File: config.mk
export PLATFORM = sky130hd
export DESIGN_NAME = instr_decode_queue
export DESIGN_NICKNAME = d
export VERILOG_FILES = /design/src/rtl/instr_decode_queue.sv
export SDC_FILE = /design/constraint.sdc
export NUM_CORES = 1
export LEC_CHECK = 0
export CAP_MARGIN = 0
export CORE_UTILIZATION = 49
export DETAILED_ROUTE_END_ITERATION = 8
export DONT_BUFFER_PORTS = 1
export PLACE_DENSITY_LB_ADDON = 0.15
export RECOVER_POWER = 50
export SLEW_MARGIN = 10
export SYNTH_ARGS = -nofsm -noshare
export SYNTH_HDL_FRONTEND = slang
export SYNTH_SLANG_ARGS = --single-unit
File: constraint.sdc
create_clock -name clk -period 6.6 [get_ports clk]
set_input_delay 0.99 -clock clk [delete_from_list [all_inputs] [get_ports clk]]
set_output_delay 0.99 -clock clk [all_outputs]
set_load 0.02 [all_outputs]
File: src/rtl/instr_decode_queue.sv
// IF/ID instruction queue: buffers fetched MIPS words with their PCs
// and presents the head entry already split into decode fields.
module instr_decode_queue #(
  parameter  int DEPTH = 4,
  parameter  int PC_W  = 32,
  localparam int CNT_W = $clog2(DEPTH + 1)
) (
  input  logic             clk,
  input  logic             reset,
  input  logic             flush,
  input  logic             in_valid,
  output logic             in_ready,
  input  logic [31:0]      in_instr,
  input  logic [PC_W-1:0]  in_pc,
  output logic             out_valid,
  input  logic             out_ready,
  output logic [PC_W-1:0]  out_pc,
  output logic [5:0]       opcode,
  output logic [4:0]       rs,
  output logic [4:0]       rt,
  output logic [4:0]       rd,
  output logic [4:0]       shamt,
  output logic [5:0]       func,
  output logic [15:0]      imm16,
  output logic [25:0]      imm26,
  output logic [31:0]      imm32,
  output logic [CNT_W-1:0] count
);

  localparam int AW = $clog2(DEPTH);

  localparam logic [5:0] OP_ANDI = 6'h0C;
  localparam logic [5:0] OP_ORI  = 6'h0D;
  localparam logic [5:0] OP_XORI = 6'h0E;
  localparam logic [5:0] OP_LUI  = 6'h0F;

  logic [31:0]      mem_instr [DEPTH];
  logic [PC_W-1:0]  mem_pc    [DEPTH];
  logic [AW-1:0]    wp;
  logic [AW-1:0]    rp;
  logic [CNT_W-1:0] cnt;

  logic push;
  logic pop;
  logic clr;

  assign in_ready  = (cnt != CNT_W'(DEPTH));
  assign out_valid = (cnt != '0);
  assign push      = in_valid & in_ready;
  assign pop       = out_valid & out_ready;
  assign clr       = reset | flush;
  assign count     = cnt;

  // Redirect discards entries logically; the storage itself is left alone.
  always_ff @(posedge clk) begin
    if (clr) begin
      wp  <= '0;
      rp  <= '0;
      cnt <= '0;
    end else begin
      if (push) wp <= wp + AW'(1);
      if (pop)  rp <= rp + AW'(1);
      unique case ({push, pop})
        2'b10:   cnt <= cnt + CNT_W'(1);
        2'b01:   cnt <= cnt - CNT_W'(1);
        default: cnt <= cnt;
      endcase
    end
  end

  always_ff @(posedge clk) begin
    if (push && !clr) begin
      mem_instr[wp] <= in_instr;
      mem_pc[wp]    <= in_pc;
    end
  end

  logic [31:0]     head;
  logic [PC_W-1:0] head_pc;

  // Empty queue drives all-zero fields, so nothing stale leaks to ID.
  always_comb begin
    head    = '0;
    head_pc = '0;
    if (out_valid) begin
      head    = mem_instr[rp];
      head_pc = mem_pc[rp];
    end
  end

  assign out_pc = head_pc;
  assign opcode = head[31:26];
  assign rs     = head[25:21];
  assign rt     = head[20:16];
  assign rd     = head[15:11];
  assign shamt  = head[10:6];
  assign func   = head[5:0];
  assign imm16  = head[15:0];
  assign imm26  = head[25:0];

  logic is_zx;
  logic is_lui;

  assign is_zx  = (opcode == OP_ANDI) || (opcode == OP_ORI) ||
                  (opcode == OP_XORI);
  assign is_lui = (opcode == OP_LUI);

  always_comb begin
    imm32 = '0;
    unique case (1'b1)
      is_zx:   imm32 = {16'h0, imm16};
      is_lui:  imm32 = {imm16, 16'h0};
      default: imm32 = {{16{imm16[15]}}, imm16};
    endcase
  end

endmodule
==> metrics.md <==
| Metric | Value |
|---|---|
| Flop2flop setup slack | 2.33 ns |
| Worst setup SP type | register |
| Setup violators final | 0 |
| Reg2reg start | count[0] |
| FF/Latch Area | 0.00788 mm^2 |
| CTS resizes | 0 |
| Sum Neg Setup Slack | 0 ns |
| Hold Vio Cnt, Final | 0 |
| FF-to-FF End | mem_pc[3][25] |
| Yosys cell types | 33 |
| Crit share post-route | 71.6% |
| Total grt overflow | 0 |
| Num CTS Buffers | 27 |
| Total of max-cap violations | 2 |
| DRC | 0 |
| Total die area | 0.0229 mm^2 |
| Post-CTS Setup Inserts | 0 |
| Reg clk slew, reported paths | 0.06 ns |
| Antenna-violating nets left | 0 |
| VDD IR-drop max | 0.000266 V |
| Row cnt | 54 |
| Fmax achieved | 0.212 GHz |
| Routability cong. | 0.752 |
| Ports | 212 |
| Avg Inst Size Synth | 19.4 um^2 |
| Type of the worst min-delay path | register to register |
| First-pass GRT wire length | 28000 um |
| Clock Path Buffers | 3 |
| FILL cells | 1695 |
| DRT Pass-1 Iters | 4 |
| Vias | 4735 |
| Clock Skews | 0.00801 ns |
| Max H-tree Level | 1 |
| Starting Density | 50.0% |
| XOR/XNOR share of the synthesized area | 0.320% |
| CP Data Required Time | 5.61 ns |
| Worst setup endpoint | imm32[7] |
| Crit path kind | register to output pin |
| Slew @ Worst Pin | 3.46 ns |
| Synth Warn # | 0 |
| Largest family of logic cells by synthesized area | multiplexers |
| Mux contribution to synthesized area | 14.5% |
| Clk_lat worst skew | 0.51 ns |
| Inserted Diodes | 0 |
| Syn Inst Count | 563 |
| Gr usage total | 16.8% |
| CTS tree | yes |
| IO Port Bufs | 0 |
| Area Growth Syn to Fin | 6.56% |
| Synthesized flop and latch total | 265 |
| WP data arrival | 3.73 ns |
| Die Wd | 151 um |
| Simple-gate area share of the yosys netlist | 5.53% |
| Core area | 0.0219 mm^2 |
| Layout Cells excl Fill | 817 |
| Netlist Area Pre-Place | 0.0109 mm^2 |
| Fin. max-slew vios | 130 |
| Failing checks | max-capacitance violations, max-slew violations |
| Syn Nets | 638 |
| DP Cell Count | 769 |
| Drt wl/cell | 23.9 um |
| Status | finished with violations |
| Commonest non-fill, non-tap cells in the layout | edfxtp_1 (256), mux4_2 (64), and2_1 (63) |
| Initial antenna violation count | 0 |
| PD cells | 300 mW/mm^2 |
| Compound-Gate Fraction of Synth Area | 1.98% |
| Register area share after synthesis | 71.9% |
| Commonest non-fill, non-tap cell in the layout | edfxtp_1 |
| Unrepaired setup endpoints after global routing | false |
| Dpl hpwl | 11200 um |
| Die Y-Extent | 151 um |
| Final nets | 593 |
| CTS root buf | clkbuf_16 |
| Routed WL | 19500 um |
| Share of cells above drive strength 1 | 22.2% |
| Largest net degree at the start of global routing | 82 |
| DRT iter0 DRCs | 239 |
| Vias in the first global route | 4914 |
| Area of the multi-input gates | 0.00254 mm^2 |
| Critical path capture point type | output pin |
| Adder-Cell Fraction of Synth Area | 0.755% |
| Leak | 3.57 nW |
| Maximum fanout along the worst path | 33 |
| Vias per cell | 5.80 |
| Hold_buf cts | 0 |
| Crit path time final | 4.72 ns |
| Worst R2R Path Depth | 3 |
| Clk sink count | 265 |
| Worst slew margin | -130% |
-- critical path: stages, from the launching register on --
cell and delay (ns):
dfxtp_4 0.78, buf_4 0.65, mux4_2 0.76, and3_1 0.51
a21boi_1 0.50
-- through the flow --
stage / util, % / hold WS [ns] / total power, W / cell area [um^2] / setup slack, ns
2_1_floorplan: - / 0.485 / 0.00208 / 10900 / 3.40
3_3_place_gp: 49.4 / 0.512 / 0.00209 / 10800 / 2.31
3_5_place_dp: 49.4 / 0.533 / 0.00209 / 10800 / 2.28
4_1_cts: 53.3 / 0.540 / 0.00353 / 11700 / 1.73
5_1_grt: 53.3 / 0.534 / 0.00361 / 11700 / 1.49
6_report: 53.3 / 0.547 / 0.00349 / 11700 / 1.88
-- cell usage after synthesis, drive strengths merged --
cell type | number | area share [%]
a21oi | 5 | 0.26
nor2 | 7 | 0.24
clkbuf | 14 | 0.48
or3 | 2 | 0.11
and2 | 64 | 3.7
o311ai | 1 | 0.080
dfxtp | 9 | 1.6
nand4 | 15 | 0.86
mux2i | 15 | 1.4
xor2 | 4 | 0.32
or3b | 1 | 0.080
a21boi | 15 | 1.3
nand2 | 1 | 0.034
and3 | 5 | 0.29
edfxtp | 256 | 70
or2 | 1 | 0.057
fa | 1 | 0.18
inv | 8 | 0.27
buf | 62 | 4.2
o21ai | 1 | 0.046
ha | 5 | 0.57
and4bb | 1 | 0.11
o2bb2ai | 1 | 0.080
a21o | 2 | 0.14
o31ai | 1 | 0.069
nand3 | 2 | 0.091
mux4 | 64 | 13
-- where the power goes --
group / leakage (nW) / total, W / switching (W) / internal, W
Combinational: 0.771 / 0.000180 / 0.000134 / 0.0000452
Clock: 0.416 / 0.00144 / 0.000576 / 0.000867
Sequential: 2.39 / 0.00187 / 0.00000903 / 0.00186
-- sequential cells by signal, indices dropped and copies added, names as in the netlist, named ones only --
register	count
mem_instr	128
mem_pc	128
count	3
rp	2
wp	2
-- worst min path at each step --
stage | startpoint | endpoint | depth (start not counted)
after detailed placement | rp[0] | rp[0] | 2
after global routing | in_instr[25] | mem_instr[3][25] | 0
after floorplan | rp[1] | register | 2
final | rp[1] | rp[1] | 2
after CTS | in_instr[18] | mem_instr[3][18] | 0
after global placement | rp[1] | register | 2
-- area by class of cell --
cell class	count	area share, %
Clock buffer	34	6.02
Multi-Input combinational cell	214	21.8
Clock inverter	14	1.26
Sequential cell	265	67.5
Timing Repair Buffer	2	0.129
Tap cell	280	3.00
Inverter	8	0.258
-- per-layer routing --
layer	part of all wire [%]	up-vias	routed length [um]	track usage, %
met5	0	-	0	0
met4	1.4	0	275	4.20
met3	10	20	2020	6.54
met2	53	211	10300	31.0
met1	35	2416	6910	17.8
li1	-	2088	-	-
-- logic make-up (layout without fill, tap and decap cells) --
group / after synthesis / in the layout
DFF: 265 / 265
and+or+nand+nor: 99 / 99
buffers and inverters: 84 / 58
muxes: 79 / 79
AOI/OAI and AO/OA: 26 / 26
adders and majority gates: 6 / 6
xor gates and xnor gates: 4 / 4
Power figures use the tool's default switching activity.
